`src/rtl/tcdm_arb_pkg.sv`:
```
// Shared types and constants for the TCDM bank arbiter.
package tcdm_arb_pkg;

   // Default requester count; the arbiter specialises idx/meta widths to its own NumIn.
   localparam int unsigned NumInDefault = 4;

   // Deepest bank read latency the response pipe is expected to cover.
   localparam int unsigned MaxRespLat = 4;

   typedef logic [$clog2(NumInDefault)-1:0] idx_t;

   // One in-flight response slot: whether it will raise vld and for which requester.
   typedef struct packed {
      logic valid;
      idx_t idx;
   } resp_meta_t;

endpackage : tcdm_arb_pkg

```
`src/rtl/tcdm_arb_resp_pipe.sv`:
```
// Fixed-depth shift register carrying response metadata alongside the bank read latency.
module tcdm_arb_resp_pipe
   import tcdm_arb_pkg::*;
#(
   parameter int unsigned Depth  = 1,
   parameter type         meta_t = resp_meta_t
) (
   input  logic  clk_i,
   input  logic  rst_ni,
   input  meta_t meta_i,
   output meta_t meta_o
);

   meta_t r_stage [Depth];

   // Shift one stage per cycle; reset discards everything in flight.
   always_ff @(posedge clk_i or negedge rst_ni) begin
      if (!rst_ni) begin
         for (int i = 0; i < int'(Depth); i++) begin
            r_stage[i] <= '0;
         end
      end else begin
         r_stage[0] <= meta_i;
         for (int i = 1; i < int'(Depth); i++) begin
            r_stage[i] <= r_stage[i-1];
         end
      end
   end

   assign meta_o = r_stage[Depth-1];

endmodule : tcdm_arb_resp_pipe

```
`src/rtl/tcdm_bank_arbiter.sv`:
```
// Round-robin arbiter sharing one TCDM bank port among NumIn requesters,
// with a fixed-latency pipe routing read responses back to their owner.
// Optional macro TCDM_ARB_WRITE_RESP_EN: stores also produce a vld_o pulse.
module tcdm_bank_arbiter
   import tcdm_arb_pkg::*;
#(
   parameter int unsigned NumIn        = NumInDefault,
   parameter int unsigned AddrMemWidth = 12,
   parameter int unsigned DataWidth    = 32,
   parameter int unsigned RespLat      = 1
) (
   input  logic                                  clk_i,
   input  logic                                  rst_ni,
   input  logic [NumIn-1:0]                      req_i,
   input  logic [NumIn-1:0][AddrMemWidth-1:0]    add_i,
   input  logic [NumIn-1:0]                      wen_i,
   input  logic [NumIn-1:0][DataWidth-1:0]       wdata_i,
   input  logic [NumIn-1:0][DataWidth/8-1:0]     be_i,
   output logic [NumIn-1:0]                      gnt_o,
   output logic [NumIn-1:0]                      vld_o,
   output logic [NumIn-1:0][DataWidth-1:0]       rdata_o,
   output logic                                  req_o,
   input  logic                                  gnt_i,
   output logic [AddrMemWidth-1:0]               add_o,
   output logic                                  wen_o,
   output logic [DataWidth-1:0]                  wdata_o,
   output logic [DataWidth/8-1:0]                be_o,
   input  logic [DataWidth-1:0]                  rdata_i
);

   localparam int unsigned IdxWidth = $clog2(NumIn);

   typedef logic [IdxWidth-1:0] arb_idx_t;
   typedef struct packed {
      logic     valid;
      arb_idx_t idx;
   } arb_meta_t;

   if (RespLat < 1 || RespLat > MaxRespLat) begin : g_bad_lat
      $error("tcdm_bank_arbiter: RespLat out of range");
   end

   arb_idx_t    r_rr;
   arb_idx_t    w_winner;
   arb_idx_t    w_rr_nxt;
   logic        w_found;
   logic        w_req;
   logic        w_hs;
   logic [31:0] w_sum;
   arb_meta_t   w_meta_in;
   arb_meta_t   w_meta_out;

   assign w_req = |req_i;
   assign w_hs  = w_req & gnt_i;
   assign req_o = w_req;

   // Find the first requester at or after the pointer, wrapping at NumIn.
   always_comb begin
      w_winner = r_rr;
      w_found  = 1'b0;
      w_sum    = '0;
      for (int unsigned k = 0; k < NumIn; k++) begin
         w_sum = 32'(r_rr) + k;
         if (w_sum >= NumIn) begin
            w_sum = w_sum - NumIn;
         end
         if (!w_found && req_i[IdxWidth'(w_sum)]) begin
            w_found  = 1'b1;
            w_winner = IdxWidth'(w_sum);
         end
      end
   end

   // Pointer advances past the winner; explicit wrap keeps it in range for any NumIn.
   assign w_rr_nxt = (32'(w_winner) == NumIn - 1) ? '0 : w_winner + 1'b1;

   // Steer the winner onto the bank port and return the bank grant to it.
   always_comb begin
      gnt_o   = '0;
      add_o   = '0;
      wen_o   = 1'b0;
      wdata_o = '0;
      be_o    = '0;
      if (w_req) begin
         gnt_o[w_winner] = gnt_i;
         add_o           = add_i[w_winner];
         wen_o           = wen_i[w_winner];
         wdata_o         = wdata_i[w_winner];
         be_o            = be_i[w_winner];
      end
   end

   // Round-robin pointer moves only on a completed handshake.
   always_ff @(posedge clk_i or negedge rst_ni) begin
      if (!rst_ni) begin
         r_rr <= '0;
      end else if (w_hs) begin
         r_rr <= w_rr_nxt;
      end
   end

`ifdef TCDM_ARB_WRITE_RESP_EN
   assign w_meta_in.valid = w_hs;
`else
   assign w_meta_in.valid = w_hs & ~wen_o;
`endif
   assign w_meta_in.idx = w_winner;

   tcdm_arb_resp_pipe #(
      .Depth  (RespLat),
      .meta_t (arb_meta_t)
   ) u_resp_pipe (
      .clk_i  (clk_i),
      .rst_ni (rst_ni),
      .meta_i (w_meta_in),
      .meta_o (w_meta_out)
   );

   // Decode the exiting pipe slot into a one-hot response valid.
   always_comb begin
      vld_o = '0;
      if (w_meta_out.valid) begin
         vld_o[w_meta_out.idx] = 1'b1;
      end
   end

   assign rdata_o = {NumIn{rdata_i}};

endmodule : tcdm_bank_arbiter

```
`config.mk`:
```
export PLATFORM = sky130hd
export DESIGN_NAME = tcdm_bank_arbiter
export DESIGN_NICKNAME = d
export VERILOG_FILES = /design/src/rtl/tcdm_arb_pkg.sv /design/src/rtl/tcdm_arb_resp_pipe.sv /design/src/rtl/tcdm_bank_arbiter.sv
export SDC_FILE = /design/constraint.sdc
export NUM_CORES = 1
export LEC_CHECK = 0
export ABC_AREA = 1
export BUFFER_PORTS_ARGS = -buffer_cell sky130_fd_sc_hd__buf_2
export CAP_MARGIN = 20
export CORE_AREA = 5 5 162 164
export DETAILED_ROUTE_END_ITERATION = 16
export DIE_AREA = 0 0 167 169
export HOLD_SLACK_MARGIN = 0.12
export PLACE_DENSITY_LB_ADDON = 0.2
export SETUP_SLACK_MARGIN = 0.02
export SLEW_MARGIN = 20
export SYNTH_ARGS = -nofsm -noshare
export SYNTH_HDL_FRONTEND = slang
export SYNTH_SLANG_ARGS = --single-unit
```
`constraint.sdc`:
```
create_clock -name clk_i -period 3.2 [get_ports clk_i]
set_input_delay 0.64 -clock clk_i [delete_from_list [all_inputs] [get_ports clk_i]]
set_output_delay 0.64 -clock clk_i [all_outputs]
set_load 0.01 [all_outputs]
```
* After elaboration in Yosys (flattened, before gate mapping)
Cells that the tools add are included.
** Storage, ports and cells
- Output and inout port bits :: 186
- Word-level logic and storage cells :: 75
- Register bits after elaboration :: 5
** Cells by class
- Bitwise operators :: 4
- Eq/ne operators :: 1
- Mux-type cells :: 38
- Add/subtract/negate cells :: 8
- Order comparisons :: 12
- Reduce and logical (&&, ||, !) cells :: 9
** Operator list (number)
- $bmux W32 S2 :: 1
- $mux W32 :: 2
- $bmux W12 S2 :: 1
- $mux W12 :: 2
- $lt A2 B3 Y1 const B :: 6
- $mux W2 :: 9
- $mux W4 :: 4
- $mux W1 :: 11
- $bmux W1 S2 :: 5
- $ge A3 B3 Y1 const B :: 3
- $bmux W4 S2 :: 1
- $sub A2 B1 Y2 const B :: 4
- $add A2 B2 Y3 const B :: 2
- $logic_and A1 B1 Y1 :: 5
- $and A4 B4 Y4 :: 1
- $demux W1 S2 :: 2
- $ge A2 B1 Y1 const B :: 2
- $reduce_or A4 Y1 :: 1
- $add A2 B1 Y3 const B :: 1
- $ge A2 B3 Y1 const B :: 1
- $logic_not A1 Y1 :: 3
- $add A2 B1 Y2 const B :: 1
- $and A1 B1 Y1 :: 2
- $eq A2 B2 Y1 const B :: 1
- $not A1 Y1 :: 1

* Logic depth before layout (Yosys ltp)
- Word-level depth :: 20
- Depth in mapped cells :: 17
- Mapped depth without buffers :: 15

* Modules after synthesis
From an unflattened synthesis, not the netlist that was laid out.
** Unflattened totals
- Cell total of the unflattened synthesis :: 707
- Area, all modules :: 3474.6 um2
** Modules (own cells, without submodules)
- tcdm_bank_arbiter :: times used 1, cells each 704, area each 3399.5 um2
- tcdm_arb_resp_pipe :: times used 1, cells each 3, area each 75.1 um2

* Worst setup path after synthesis
Ideal clock, no wire load.
- Kind :: in2out
- Start :: input req_i[3]
- End :: output gnt_o[2]
- Arrival :: 1.910 ns
- Buffers on the path :: 1
- Setup slack :: 0.650 ns
- Stages on the path :: 13
- Required time :: 2.560 ns
- Cells stage by stage :: nand2_1 > nand3_1 > nand2_2 > nand2_1 > inv_1 > nand2_2 > nand2_1 > nand2_1 > inv_2 > buf_2 > ha_1 > inv_1 > nor2_1
** RTL lines
- from (decl) :: RTL line tcdm_bank_arbiter.sv:14 : input logic [NumIn-1:0] req_i,
- to (decl) :: RTL line tcdm_bank_arbiter.sv:19 : output logic [NumIn-1:0] gnt_o,

* Worst setup path in the final report
- Start :: register r_rr[0]
- End :: output wdata_o[22]
** Between the ends
- Cells in the longest elaborated chain, start to end :: 17
** RTL lines
- from (decl) :: RTL line tcdm_bank_arbiter.sv:43 : arb_idx_t r_rr;
- from (signal assigned) :: RTL line tcdm_bank_arbiter.sv:98 : r_rr <= w_rr_nxt;
- branches (longest 13 deep; another with $add A2 B1 Y3)
- $mux W2 * :: RTL line tcdm_bank_arbiter.sv:67 : if (!w_found && req_i[IdxWidth'(w_sum)]) begin
- $bmux W32 S2 * :: RTL line tcdm_bank_arbiter.sv:88 : wdata_o = wdata_i[w_winner];
- $mux W32 (not written as such) * :: RTL line tcdm_bank_arbiter.sv:88
- $mux W32 * :: RTL line tcdm_bank_arbiter.sv:84 : if (w_req) begin
- to (decl) :: RTL line tcdm_bank_arbiter.sv:26 : output logic [DataWidth-1:0] wdata_o,
Every way passes the cells marked *. The select of a mux whose other input is x is not followed.

==> run metrics <==
GRT overflow=0; Core ar.=0.0247 mm^2; internal power=about 2.9 mW; Ports=~420; Initial Util=0.140; syn_area_per_cell=4.89 um^2; CTS Root Cell=clkbuf_16; Clock transition at path regs=~0.030 ns; first-pass GRT wire length=23800 um; CTS tree=done; Die W=167 um; Crit Path Max Fanout=17; Total GRT Usage=0.103; post-synth cell types=21; Max clock buf depth=2; min Tclk post-route=3.04 ns; Worst-Margin Slew=0.335 ns; Max-cap violations=0; Warnings, synthesis=0; router iterations before antenna repair=4; drc violations=0; post-synthesis cell area=0.00346 mm^2; period utilization=0.949; crit-path cells=buf_4 -> nand2_1 -> nand3_1 -> nand2_2 -> nand2_1 -> inv_1 -> nand2_2 -> nand2_4 -> nand2_8 -> buf_4 -> clkbuf_16 -> nand2_1 -> nand2_1 -> nor2_1 -> nor2_1 -> buf_2; Syn-to-layout area delta=31.2%; worst skew pair latency=~0.23 ns; WP buf/inv=5; worst stage delay on the critical path=0.44 ns; VDD IR-drop max=518 uV; CP required=2.56 ns; Final Max Slew Viols=0; DP Area=0.00425 mm^2; Async S/R FF share, synth=1.00; clock share of power=0.029; Worst Path Arrival=2.40 ns; IO Port Bufs=260; area leader, netlist=nand2_1; RSZ-0062 raised after global routing=yes; final WL=16500 um; Via-to-Cell Ratio=3.80; Critical Path Sink Type=output port; clk_skew=0.00189 ns; initial DRC count=246; worst setup margin=0.163 ns; Antenna Cells=0; sequential area share after synthesis=0.0361; element type at the critical path start=register; #FFs+latches synth=5; power per cell area=1570 mW/mm^2; Worst path slowest cell=dfrtp_2; vias in the first global route=4306; GR Util met2=0.173; grt peak-use layer=met2; via count=4442; switching power share of the total=0.590; Synth top area share=0.373; Avg WL per Cell=approximately 14 um; Comb power frac=0.952; TritonCTS Buffers=3; net switching power=4.20 mW; Post-synth top cells=nand2_1 (344), buf_4 (130), nor2_1 (101); full die area=between 0.02 and 0.03 mm^2; critical path class=register to output port; static leakage=2.80 nW; GPL Wtd Cong=0.802; Sequential Power Share=0.019; setup violators final=0; share of cells above drive strength 1=0.370; worst hold path class=primary input to asynchronous set/reset pin; Max H-tree Level=1; Post-synth EDFFs=0; Top FF cell, synth=dfrtp_1; Die Y-Extent=169 um; post-route ant nets=0; final instance area=0.00455 mm^2; final-report hold violation count=0; Synth Instances=708; status=completed; antenna violations before repair=0; Hold-fix buffers, CTS=0; row count=58; met3 Usage GRT=0.0327; clock sink count=5; largest net degree at the start of global routing=roughly 50; hpwl dp=between 10000 and 15000 um; Setup WS pre-CTS=0.196 ns; count leader, synth=nand2_1; Global Route met1 Usage=0.129; synth top area cells=nand2_1 (37%), buf_4 (28%), nor2_1 (11%), o21ai_0 (7.1%), dfrtp_1 (3.6%); most used cell, CP=nand2_1; setup TNS=0 ns; Worst path top cell family by delay=simple AND/OR/NAND/NOR gates; Rel. slew slack=0.777; fmax=approximately 0.33 GHz; syn_nets=around 950; final net count=1080
[registers in the layout, indices dropped and copies added (netlist names)]
signal and count:
u_resp_pipe.meta_o 3, r_rr 2
[kinds of logic (layout without fill, tap and decap cells)]
family | after synthesis | in the layout | share of synthesized area
AND/OR/NAND/NOR | 466 | 466 | 0.520
buffers and inverters | 182 | 314 | 0.355
AO/OA/AOI/OAI | 51 | 51 | 0.0744
flip-flops | 5 | 5 | 0.0361
adder cells (fa/ha/maj) | 4 | 4 | 0.0144
[cells in the final DEF, fill, tap and decap left out, types with 2 or more instances in the layout]
cell type  instances
nand2_2            5
buf_2            260
buf_16             4
dfrtp_1            3
inv_2              2
ha_1               4
inv_1             14
o21ai_1           12
nor2_1           100
nand3_1            8
nand4_1            2
o21ai_0           37
nor2_2             2
buf_12             5
buf_4             21
dfrtp_2            2
clkbuf_16          5
nor3_1             4
nand2_1          342
[area by class of cell]
cell class / instances / area (um^2)
Fill cell: 2977 / 20200
Multi-Input combinational cell: 521 / 2120
Timing Repair Buffer: 292 / 1720
Tap cell: 330 / 413
Sequential cell: 5 / 128
Inverter: 18 / 82.6
Clock buffer: 4 / 78.8
[layer usage]
layer,part of all wire,wire [um]
met4,0.022,360
met1,0.41,6830
met3,0.094,1560
met5,0,0
met2,0.47,7790
[power by group through the flow]
stage          registers (mW)  logic, mW  clock network [mW]
4_1_cts                 0.136       6.57               0.214
3_3_place_gp            0.141       6.23                   0
5_1_grt                 0.143       7.63               0.216
2_1_floorplan           0.120       3.92                   0
3_5_place_dp            0.142       6.18                   0
6_report                0.137       6.78               0.207
[stage by stage]
stage	utilization	std cells	hold WS, ns	power, mW
floorplan	-	708	0.344	4.04
finish	0.184	1170	0.230	7.12
CTS	0.179	1164	0.229	6.92
detailed placement	0.172	1154	0.469	6.32
global placement	0.172	1154	0.466	6.37
global route	0.184	1170	0.233	7.99
[what timing repair did]
item | in CTS | in global routing
buffers inserted | 4 | 4
resized for setup | 3 | 22
cloned | 2 | 2
setup endpoints to repair | 26 | 51
pin swaps | 0 | 2
[path summary, 6_finish.rpt]
path | start | endpoint | slack, ns | cells after the start
hold reg to reg | r_rr[0] | r_rr[0] | 0.70 | 3
setup reg to reg | r_rr[0] | r_rr[1] | 0.96 | 13
setup / recovery | r_rr[0] | wdata_o[22] | 0.16 | 16
hold / removal | rst_ni | r_rr[1] | 0.23 | 1
max in group asynchronous | rst_ni | r_rr[0] | 2.81 | 1
min in group clk_i | r_rr[0] | r_rr[0] | 0.70 | 3
Note: power is estimated with default switching activity, not from simulation.
